**src/rtl/hfs_pkg.sv**
```systemverilog
// Shared types for the hazard/forward scoreboard: the per-stage record and the
// saturating Tnew decrement.
package hfs_pkg;

  localparam int HFS_NUM_SRC  = 2;
  localparam int HFS_REG_AW   = 5;
  localparam int HFS_T_W      = 4;
  localparam int HFS_MULT_CYC = 5;
  localparam int HFS_DIV_CYC  = 10;

  localparam int                  FWD_NONE    = 0;
  localparam logic [HFS_T_W-1:0]  T_NEW_READY = '0;

  typedef struct packed {
    logic                                     valid;
    logic                                     wen;
    logic [HFS_REG_AW-1:0]                    waddr;
    logic [HFS_T_W-1:0]                       tnew;
    logic [HFS_NUM_SRC-1:0][HFS_REG_AW-1:0]   src;
  } hfs_rec_t;

  // Tnew counts down to "ready" and stays there; it must never wrap.
  function automatic logic [HFS_T_W-1:0] sat_dec(input logic [HFS_T_W-1:0] t);
    return (t == T_NEW_READY) ? T_NEW_READY : t - 1'b1;
  endfunction

endpackage

```
**src/rtl/hfs_stage_reg.sv**
```systemverilog
// One pipeline record register of the scoreboard. Async reset, bubble insert,
// optional Tnew saturating decrement on the way in.
module hfs_stage_reg
  import hfs_pkg::*;
#(
  parameter bit DEC = 1'b1
) (
  input  logic     clk,
  input  logic     rst,
  input  logic     bubble,
  input  hfs_rec_t d,
  output hfs_rec_t q
);

  hfs_rec_t nxt;

  always_comb begin
    nxt = d;
    if (DEC) nxt.tnew = sat_dec(d.tnew);
  end

  always_ff @(posedge clk or posedge rst) begin
    if (rst)         q <= '0;
    else if (bubble) q <= '0;
    else             q <= nxt;
  end

endmodule

```
**src/rtl/hazard_fwd_scoreboard.sv**
```systemverilog
// Hazard/forward controller: shadows the in-flight instructions after D and
// derives forward selects and the D-stage stall. Optional MDU busy tracking
// is enabled with the macro HFS_MDU_BUSY_EN.
module hazard_fwd_scoreboard
  import hfs_pkg::*;
#(
  parameter int NUM_STAGES = 3,
  parameter int NUM_SRC    = HFS_NUM_SRC,
  parameter int REG_AW     = HFS_REG_AW,
  parameter int T_W        = HFS_T_W
`ifdef HFS_MDU_BUSY_EN
  ,
  parameter int MULT_CYC   = HFS_MULT_CYC,
  parameter int DIV_CYC    = HFS_DIV_CYC
`endif
) (
  input  logic                                           clk,
  input  logic                                           reset,
  input  logic                                           i_D_valid,
  input  logic [NUM_SRC*REG_AW-1:0]                      i_D_Src,
  input  logic [NUM_SRC*T_W-1:0]                         i_D_Tuse,
  input  logic [REG_AW-1:0]                              i_D_WAddr,
  input  logic                                           i_D_WEn,
  input  logic [T_W-1:0]                                 i_D_Tnew,
`ifdef HFS_MDU_BUSY_EN
  input  logic                                           i_D_MduStart,
  input  logic                                           i_D_MduDiv,
  input  logic                                           i_D_MduUse,
  output logic                                           o_MduBusy,
`endif
  output logic                                           o_Stall,
  output logic [NUM_STAGES*NUM_SRC*$clog2(NUM_STAGES+1)-1:0] o_Fwd
);

  localparam int SEL_W = $clog2(NUM_STAGES+1);

  // rec[0] is the D-stage view built from the decode inputs; rec[1..] are the
  // registered records of E, M, ... W.
  hfs_rec_t d_rec;
  hfs_rec_t stg_q [1:NUM_STAGES];
  hfs_rec_t rec   [0:NUM_STAGES];

  logic                                       ins_bubble;
  logic                                       stall_hz;
  logic [NUM_SRC-1:0]                         src_hz;
  logic [NUM_STAGES-1:0][NUM_SRC-1:0][SEL_W-1:0] fwd;

  function automatic logic prod_match(input hfs_rec_t r, input logic [REG_AW-1:0] s);
    return r.valid && r.wen && (r.waddr == s) && (s != '0);
  endfunction

  always_comb begin
    d_rec       = '0;
    d_rec.valid = 1'b1;
    d_rec.wen   = i_D_WEn;
    d_rec.waddr = i_D_WAddr;
    d_rec.tnew  = i_D_Tnew;
    d_rec.src   = i_D_Src;
  end

  always_comb begin
    rec[0] = d_rec;
    for (int k = 1; k <= NUM_STAGES; k++) rec[k] = stg_q[k];
  end

  assign ins_bubble = !(i_D_valid && !o_Stall);

  for (genvar k = 1; k <= NUM_STAGES; k++) begin : g_stg
    hfs_stage_reg #(.DEC(k > 1)) u_stg (
      .clk    (clk),
      .rst    (reset),
      .bubble ((k == 1) ? ins_bubble : 1'b0),
      .d      (rec[k-1]),
      .q      (stg_q[k])
    );
  end

  // Scan far-to-near so the nearest producer overwrites any older one.
  always_comb begin
    src_hz = '0;
    for (int j = 0; j < NUM_SRC; j++)
      for (int k = NUM_STAGES - 1; k >= 1; k--)
        if (prod_match(rec[k], rec[0].src[j]))
          src_hz[j] = rec[k].tnew > i_D_Tuse[j*T_W +: T_W];
    stall_hz = i_D_valid && (|src_hz);
  end

  // D never forwards from W: the register file writes through in that case.
  always_comb begin
    fwd = '0;
    for (int c = 0; c < NUM_STAGES; c++)
      for (int j = 0; j < NUM_SRC; j++)
        for (int k = NUM_STAGES; k > c; k--)
          if (!(c == 0 && k == NUM_STAGES) && prod_match(rec[k], rec[c].src[j]))
            fwd[c][j] = (rec[k].tnew == T_NEW_READY) ? SEL_W'(k) : SEL_W'(FWD_NONE);
  end

  assign o_Fwd = fwd;

`ifdef HFS_MDU_BUSY_EN
  localparam int MDU_MAX = (DIV_CYC > MULT_CYC) ? DIV_CYC : MULT_CYC;
  localparam int MDU_CW  = $clog2(MDU_MAX + 1);

  logic [MDU_CW-1:0] mdu_cnt;
  logic              s1_start;
  logic              s1_div;
  logic              stall_mdu;

  // The counter starts as the start instruction leaves E, so a consumer right
  // behind it is covered by the s1_start term for that first cycle.
  always_ff @(posedge clk or posedge reset) begin
    if (reset) begin
      mdu_cnt  <= '0;
      s1_start <= 1'b0;
      s1_div   <= 1'b0;
    end else begin
      s1_start <= !ins_bubble && i_D_MduStart;
      s1_div   <= i_D_MduDiv;
      if (s1_start)
        mdu_cnt <= s1_div ? MDU_CW'(DIV_CYC) : MDU_CW'(MULT_CYC);
      else if (mdu_cnt != '0)
        mdu_cnt <= mdu_cnt - 1'b1;
    end
  end

  assign o_MduBusy = (mdu_cnt != '0);
  assign stall_mdu = i_D_valid && (i_D_MduUse || i_D_MduStart) && (o_MduBusy || s1_start);
  assign o_Stall   = stall_hz || stall_mdu;
`else
  assign o_Stall   = stall_hz;
`endif

endmodule

```
**config.mk**
```make
export PLATFORM = sky130hd
export DESIGN_NAME = hazard_fwd_scoreboard
export DESIGN_NICKNAME = d
export VERILOG_FILES = /design/src/rtl/hfs_pkg.sv /design/src/rtl/hfs_stage_reg.sv /design/src/rtl/hazard_fwd_scoreboard.sv
export SDC_FILE = /design/constraint.sdc
export NUM_CORES = 1
export LEC_CHECK = 0
export ABC_AREA = 1
export CAP_MARGIN = 40
export CORE_ASPECT_RATIO = 0.6
export CORE_MARGIN = 3
export CORE_UTILIZATION = 54
export CTS_BUF_LIST = sky130_fd_sc_hd__clkbuf_2 sky130_fd_sc_hd__clkbuf_4 sky130_fd_sc_hd__clkbuf_8
export CTS_CLUSTER_SIZE = 14
export DETAILED_ROUTE_END_ITERATION = 10
export GPL_TIMING_DRIVEN = 0
export PLACE_DENSITY = 0.79
export RECOVER_POWER = 50
export SLEW_MARGIN = 15
export SYNTH_ARGS = -nofsm -noshare
export SYNTH_HDL_FRONTEND = slang
export SYNTH_SLANG_ARGS = --single-unit
```
**constraint.sdc**
```tcl
create_clock -name clk -period 3.2 [get_ports clk]
set_input_delay 0.96 -clock clk [delete_from_list [all_inputs] [get_ports clk]]
set_output_delay 0.96 -clock clk [all_outputs]
set_load 0.03 [all_outputs]
```
## Yosys cells after proc, flatten, opt, wreduce, memory -nomap -nowiden

Cells that the tools add are included.

| operators by class | value |
|---|---|
| $add $sub $neg | 2 |
| bitwise logic cells | 0 |
| magnitude comparators | 4 |
| mux-type cells | 20 |
| reduce and logical (&&, ||, !) cells | 36 |
| multipliers | 0 |
| shift operators | 0 |
| equal/unequal tests | 10 |
| div/mod/pow operators | 0 |

Operators by type and width:

| operator | count |
|---|---|
| $eq A5 B5 Y1 | 10 |
| $reduce_bool A5 Y1 | 6 |
| $logic_and A1 B1 Y1 | 25 |
| $mux W2 | 12 |
| $mux W21 | 1 |
| $gt A4 B4 Y1 | 4 |
| $logic_not A4 Y1 | 3 |
| $mux W4 | 2 |
| $sub A4 B1 Y4 const B | 2 |
| $mux W1 | 5 |
| $reduce_or A2 Y1 | 1 |
| $logic_not A1 Y1 | 1 |

| storage, ports and cells | value |
|---|---|
| word-level logic and storage cells | 88 |
| output and inout port bits | 13 |
| memories | 0 |
| input bits | 31 |
| latch bits | 0 |
| memory bits (read-only) | 0 |
| RAM bits | 0 |
| bits in registers | 53 |

## Logic depth before layout (Yosys ltp)

| logic depth | value |
|---|---|
| depth in word-level cells | 10 |
| mapped depth | 12 |
| mapped depth without buffers | 12 |

## By module

A second synthesis with hierarchy kept.

| unflattened totals | value |
|---|---|
| cells, all modules | 505 |
| area, all modules | 3717.3 um^2 |

Modules (own cells, without submodules):

| module | times used | cells each | area each (um^2) |
|---|---|---|---|
| hfs_stage_reg at g_stg[2].u_stg ... | 2 | 75 | 775.7 |
| hazard_fwd_scoreboard | 1 | 289 | 1456.4 |
| hfs_stage_reg at g_stg[1].u_stg | 1 | 66 | 709.4 |

## Worst setup path before layout

Ideal clock, no wire load.

| path | value |
|---|---|
| path type | input to output |
| start point | in i_D_Src[8] |
| end point | out o_Fwd[3] |
| stages on the path | 6 |
| slack | 24 ps |
| arrival time | 2216 ps |
| path buffers | 0 |
| cell sequence | inv_1 > nand2_1 > nand2_1 > nor2_1 > nand2_1 > nor4_1 |

| between the ends | value |
|---|---|
| longest elaborated chain between the ends | 5 |
| elaborated cells on any way between the ends | 9 |
| those cells by class | 2 x eq/ne; 2 x mux; 5 x reduce/logical |

RTL lines:

| element | RTL line | source |
|---|---|---|
| start, declared | hazard_fwd_scoreboard.sv:20 | `input logic [NUM_SRC*REG_AW-1:0] i_D_Src,` |
| $eq A5 B5 Y1 | hazard_fwd_scoreboard.sv:49 | `return r.valid && r.wen && (r.waddr == s) && (s != '0);` |
| $logic_and A1 B1 Y1 (2 in a row) | hazard_fwd_scoreboard.sv:49 |  |
| $mux W2 | hazard_fwd_scoreboard.sv:94 | `if (!(c == 0 && k == NUM_STAGES) && prod_match(rec[k], rec[c].src[j]))` |
| $mux W2 (*) | hazard_fwd_scoreboard.sv:94 |  |
| end, declared | hazard_fwd_scoreboard.sv:32 | `output logic [NUM_STAGES*NUM_SRC*$clog2(NUM_STAGES+1)-1:0] o_Fwd` |

Every way passes the cells marked *; elsewhere a longest branch is shown, timed or not.

## Worst setup path after layout

| path | value |
|---|---|
| start point | in i_D_Tuse[1] |
| end point | out o_Stall |

| between the ends | value |
|---|---|
| longest elaborated chain between the ends | 5 |
| elaborated cells on any way between the ends | 6 |
| those cells by class | 2 x order compare; 2 x mux; 2 x reduce/logical |

RTL lines:

| element | RTL line | source |
|---|---|---|
| start, declared | hazard_fwd_scoreboard.sv:21 | `input logic [NUM_SRC*T_W-1:0] i_D_Tuse,` |
| $gt A4 B4 Y1 | hazard_fwd_scoreboard.sv:84 | `src_hz[j] = rec[k].tnew > i_D_Tuse[j*T_W +: T_W];` |
| $mux W1 | hazard_fwd_scoreboard.sv:83 | `if (prod_match(rec[k], rec[0].src[j]))` |
| $mux W1 (*) | hazard_fwd_scoreboard.sv:83 |  |
| $reduce_or A2 Y1 (*) | hazard_fwd_scoreboard.sv:85 | `stall_hz = i_D_valid && (\|src_hz);` |
| $logic_and A1 B1 Y1 (*) | hazard_fwd_scoreboard.sv:85 |  |
| end, declared | hazard_fwd_scoreboard.sv:31 | `output logic o_Stall,` |

Marked as above.

==> results.txt <==
Counting every sink on the clock net gives 53. Cell internal power was estimated by the tool at 995 µW. The via count of the first global-routing pass was 2,572; the number of distinct library cells after synthesis was 28. In the routed layout, each cell is associated on average with a via count of 5.19. The largest registers in the layout are g_stg.u_stg.q: 53 flops. The first-pass iteration count of the detailed router was 5. The largest single stage delay on the critical path is 0.30 ns.

The worst hold path passes through 0 cells. The width of the die was 103 µm. End of the worst register-to-register path: g_stg[1].u_stg.q[3]$_DFF_PP0_. The first-pass GRT wire length came out at 12,300 µm. The worst slack after detailed placement is -1.02 ns. Synthesis-to-layout area growth: 26.1%. The final reports fail on negative setup slack. The critical path's slowest cell is sky130_fd_sc_hd__ha_1.

The detailed router finished its first iteration with 137 violations. Measured in cells, the most critical reg-to-reg path has a length of 11. The largest voltage drop on the vdd net is 0.000188 V, and the filler cell count in the final layout is 409. The run gives 502 as the final net count.

The clock network accounts for 27.1% of the total power. The floorplan step defined a die boundary enclosing 0.00664 mm². Walking the worst path, the cells encountered are buf_2, inv_2, ha_1, inv_1, o21bai_1, nand2_1, a21oi_2, nand2_1, nand2_1, inv_2, nand3_2, nand2_1, inv_1, buf_6. The number of diodes is 0.

The number of synthesized flops with an enable pin was 0. The clock network latency to the later pin of the worst-skew pair came out at 0.31 ns. The post-route netlist has 19.1% of its cells at a drive strength greater than 1.

The die height works out to 64.3 µm. The combinational share of power is 20.2%, and the portion of the post-synthesis area used by sequential elements is 43.3%. The largest driver fanout on the critical path is 2. After synthesis, the largest area contributor takes up 43.3% of total cell area. For this configuration, the core starts out at a cell density of 58.2%. Summing all multi-input logic gate instances after layout gives 0.00159 mm².

The floorplan core area was 0.00526 mm². The tools report the global-route usage over all layers as 24.3%. The run gives 35.2% as the global-route track usage on met2. After detailed routing, the average wire length per cell comes to 14.0 µm. The top-level I/O count was 44; the top achievable clock speed was 0.307 GHz.

For met1 alone, demand over resource in global routing was 35.7%. For the pin with the worst max-slew slack, the measured transition is 0.972 ns. The beginning of the worst register-to-register path was g_stg[2].u_stg.q[11]$_DFF_PP0_. Register with the most flip-flops: g_stg.u_stg.q.

The run gives 0 as the max-cap check violation count. The worst setup path is launched from an input pin. The synthesized flop and latch total is 53, and the final weighted congestion in routability-driven placement is 0.914. Number of standard cells after synthesis: 400. In this run the remaining antenna-violating nets after routing total 0. Each instance of the synthesized netlist takes up on average 7.65 µm². The H-tree depth reported by CTS is 2.

At the worst endpoint, the required time is 2.24 ns. The logs give 0 for the number of slew-limit violations in the final report and 5680 µm for the detailed-placement wirelength estimate. The start-to-end type of the worst setup path is input pin to output port.

The startpoint identified for the worst hold timing path is g_stg[2].u_stg.q[20]$_DFF_PP0_. The number of flip-flops under the largest register name works out to 53. The root buffer cell chosen for the clock tree is sky130_fd_sc_hd__clkbuf_8. The run gives 0.00306 mm² as the combined area of all synthesized cells. TritonCTS built the clock tree. After synthesis, the share of flip-flops with an asynchronous set or reset is 100%. For the maximum clock insertion buffer count, the log shows 2.

Setup repair after global routing could not meet its margin everywhere. Power spread over the standard cell area amounts to 374 mW/mm². In this run, CTS created clock tree buffers numbering 5. In the routed design, unresolved DRC markers number 0. In this run the static leakage power is 0.00207 µW. The count of final hold-check violations is 0, and the clock edge transition at the registers on the reported setup and hold paths is 0.10 ns. The sequential cells in the finished layout cover a total of 0.00133 mm². For the number of synthesis warnings, the log shows 0. The number of non-filler instances in the completed layout is 522, and the data arrival time of the critical path is 2.30 ns. Global routing used 6.87% of the available met3 tracks. STA classifies the critical path endpoint as an output port.

The tools report the final global-route overflow total as 0. The worst pin sits at a relative slew slack of 35.1%. Between clock sinks in the finished design, the worst skew comes to 0.00675 ns. By area the synthesized netlist is led by sky130_fd_sc_hd__dfrtp_1, sky130_fd_sc_hd__nand2_1, sky130_fd_sc_hd__inv_1.

The number of placed instances with taps included is 510, and the final clock period utilization by the worst path is 102%. The worst hold path terminates at g_stg[3].u_stg.q[20]$_DFF_PP0_. The flow ran to the end, but the final reports show violations. The finished cells cover 0.00386 mm². In this run, flip-flops and latches consume 52.7% of the power. The least setup slack across all paths after layout is -0.0588 ns. After global routing, the most crowded layer is met1. Cell with the most instances on the worst path: sky130_fd_sc_hd__nand2_1.

In this run the tool buffered the top-level ports with 43 buffer cells. The most area-hungry cell type in the Yosys netlist is sky130_fd_sc_hd__dfrtp_1. Entering global routing, the biggest net connects 29 pins. Number of antenna violations at the first check in global routing: 0. The worst hold path class was flip-flop to flip-flop. After detailed placement, the total cell area comes to 0.00359 mm². The worst path in the final design needs a cycle of 3.26 ns, including I/O delays and setup. Net switching is 31.0% of the power. Number of nets in the synthesized netlist: 447. Wires add up to 7310 µm.

Row generation in the floorplan step produced 20 rows. The via total after detailed routing was 2,708; the net switching power was 447 µW. In this run the register-to-register setup slack is 1.09 ns. The accumulated negative setup slack is -0.0588 ns, and the quantity of hold-fixing buffers added after cts is 0. The most used flip-flop cell after synthesis was sky130_fd_sc_hd__dfrtp_1. The total setup violations reported at the end of the flow is 1.
-- worst max-delay path by stage --
stage                      startpoint  cells past startpoint       end  slack [ns]
after floorplan            i_D_Src[8]                      6  o_Fwd[3]        0.02
after global placement    i_D_Tuse[1]                     12   o_Stall       -1.01
after detailed placement  i_D_Tuse[1]                     12   o_Stall       -1.02
after CTS                 i_D_Tuse[2]                     14   o_Stall       -0.03
after global routing      i_D_Tuse[1]                     12   o_Stall       -0.17
final                     i_D_Tuse[1]                     14   o_Stall       -0.06
-- cell type report --
class,instances,area share (%)
buffer,4,0.973
clock buffer,5,1.78
clock inverter,3,0.681
inverter,75,7.30
multi-input combinational,268,41.3
sequential,53,34.4
tap,66,2.14
timing repair buffer,48,11.5
-- timing repair --
action                                  in CTS  in global routing
cloned                                       0                  0
pin swaps                                   23                  8
resized for setup                           84                 18
endpoints found under the setup margin       8                 10
buffers inserted                             3                  1
-- per-layer routing --
layer  part of all wire, %  up-vias
met5                     0        -
met4                   1.6        0
met3                   7.9       14
met2                    43       87
met1                    48     1255
li1                      -     1352
-- power groups by stage --
stage / combinational (µW) / clock [µW] / sequential, µW
6_report: 292 / 391 / 760
4_1_cts: 289 / 403 / 759
5_1_grt: 334 / 434 / 766
3_5_place_dp: 271 / 0 / 768
3_3_place_gp: 256 / 0 / 766
2_1_floorplan: 179 / 0 / 753
-- cell usage in the layout, fill, tap and decap left out, drive strengths merged --
master / n
dfrtp: 53
o21ai: 6
nor2b: 1
buf: 13
clkdlybuf4s50: 11
and3: 1
xnor2: 8
a21oi: 19
ha: 16
clkdlybuf4s15: 9
nand4: 7
o2111a: 1
o21bai: 4
nand2: 107
clkinv: 1
dlygate4sd2: 10
xor2: 7
nor3: 5
nor3b: 1
dlygate4sd3: 1
nor2: 65
clkinvlp: 2
dlymetal6s2s: 5
nand3: 10
o22ai: 4
clkbuf: 8
nor4: 2
a221oi: 2
a211oi: 2
inv: 75
-- metrics by stage --
stage / hold slack, ns / total power [µW] / utilization [%]
global placement: 0.360 / 1020 / 68.0
floorplan: 0.354 / 932 / -
global route: 0.405 / 1530 / 73.4
CTS: 0.389 / 1450 / 73.2
finish: 0.387 / 1440 / 73.4
detailed placement: 0.366 / 1040 / 68.4
-- logic make-up after synthesis --
logic type	share of synthesized area, %
xor gates and xnor gates	4.29
AOI/OAI and AO/OA	7.32
buffers and inverters	10.4
DFF	43.3
adders and majority gates	6.54
and+or+nand+nor	28.1
-- critical path, delay by kind of cell --
family | cells | cell delay [ns]
buffers and inverters | 6 | 0.42
and+or+nand+nor | 5 | 0.34
adders and majority gates | 1 | 0.30
AOI/OAI and AO/OA | 2 | 0.26
-- cells in the mapped netlist (all sizes together) (4+ instances only) --
cell    count
dfrtp      53
nor2       65
nor3        5
nand4       7
o21ai       6
a21oi      19
xnor2       8
nand2     107
o21bai      4
o22ai       4
nand3      10
buf         4
ha         16
xor2        7
inv        74
No activity file was read; power rests on OpenSTA's default activity.
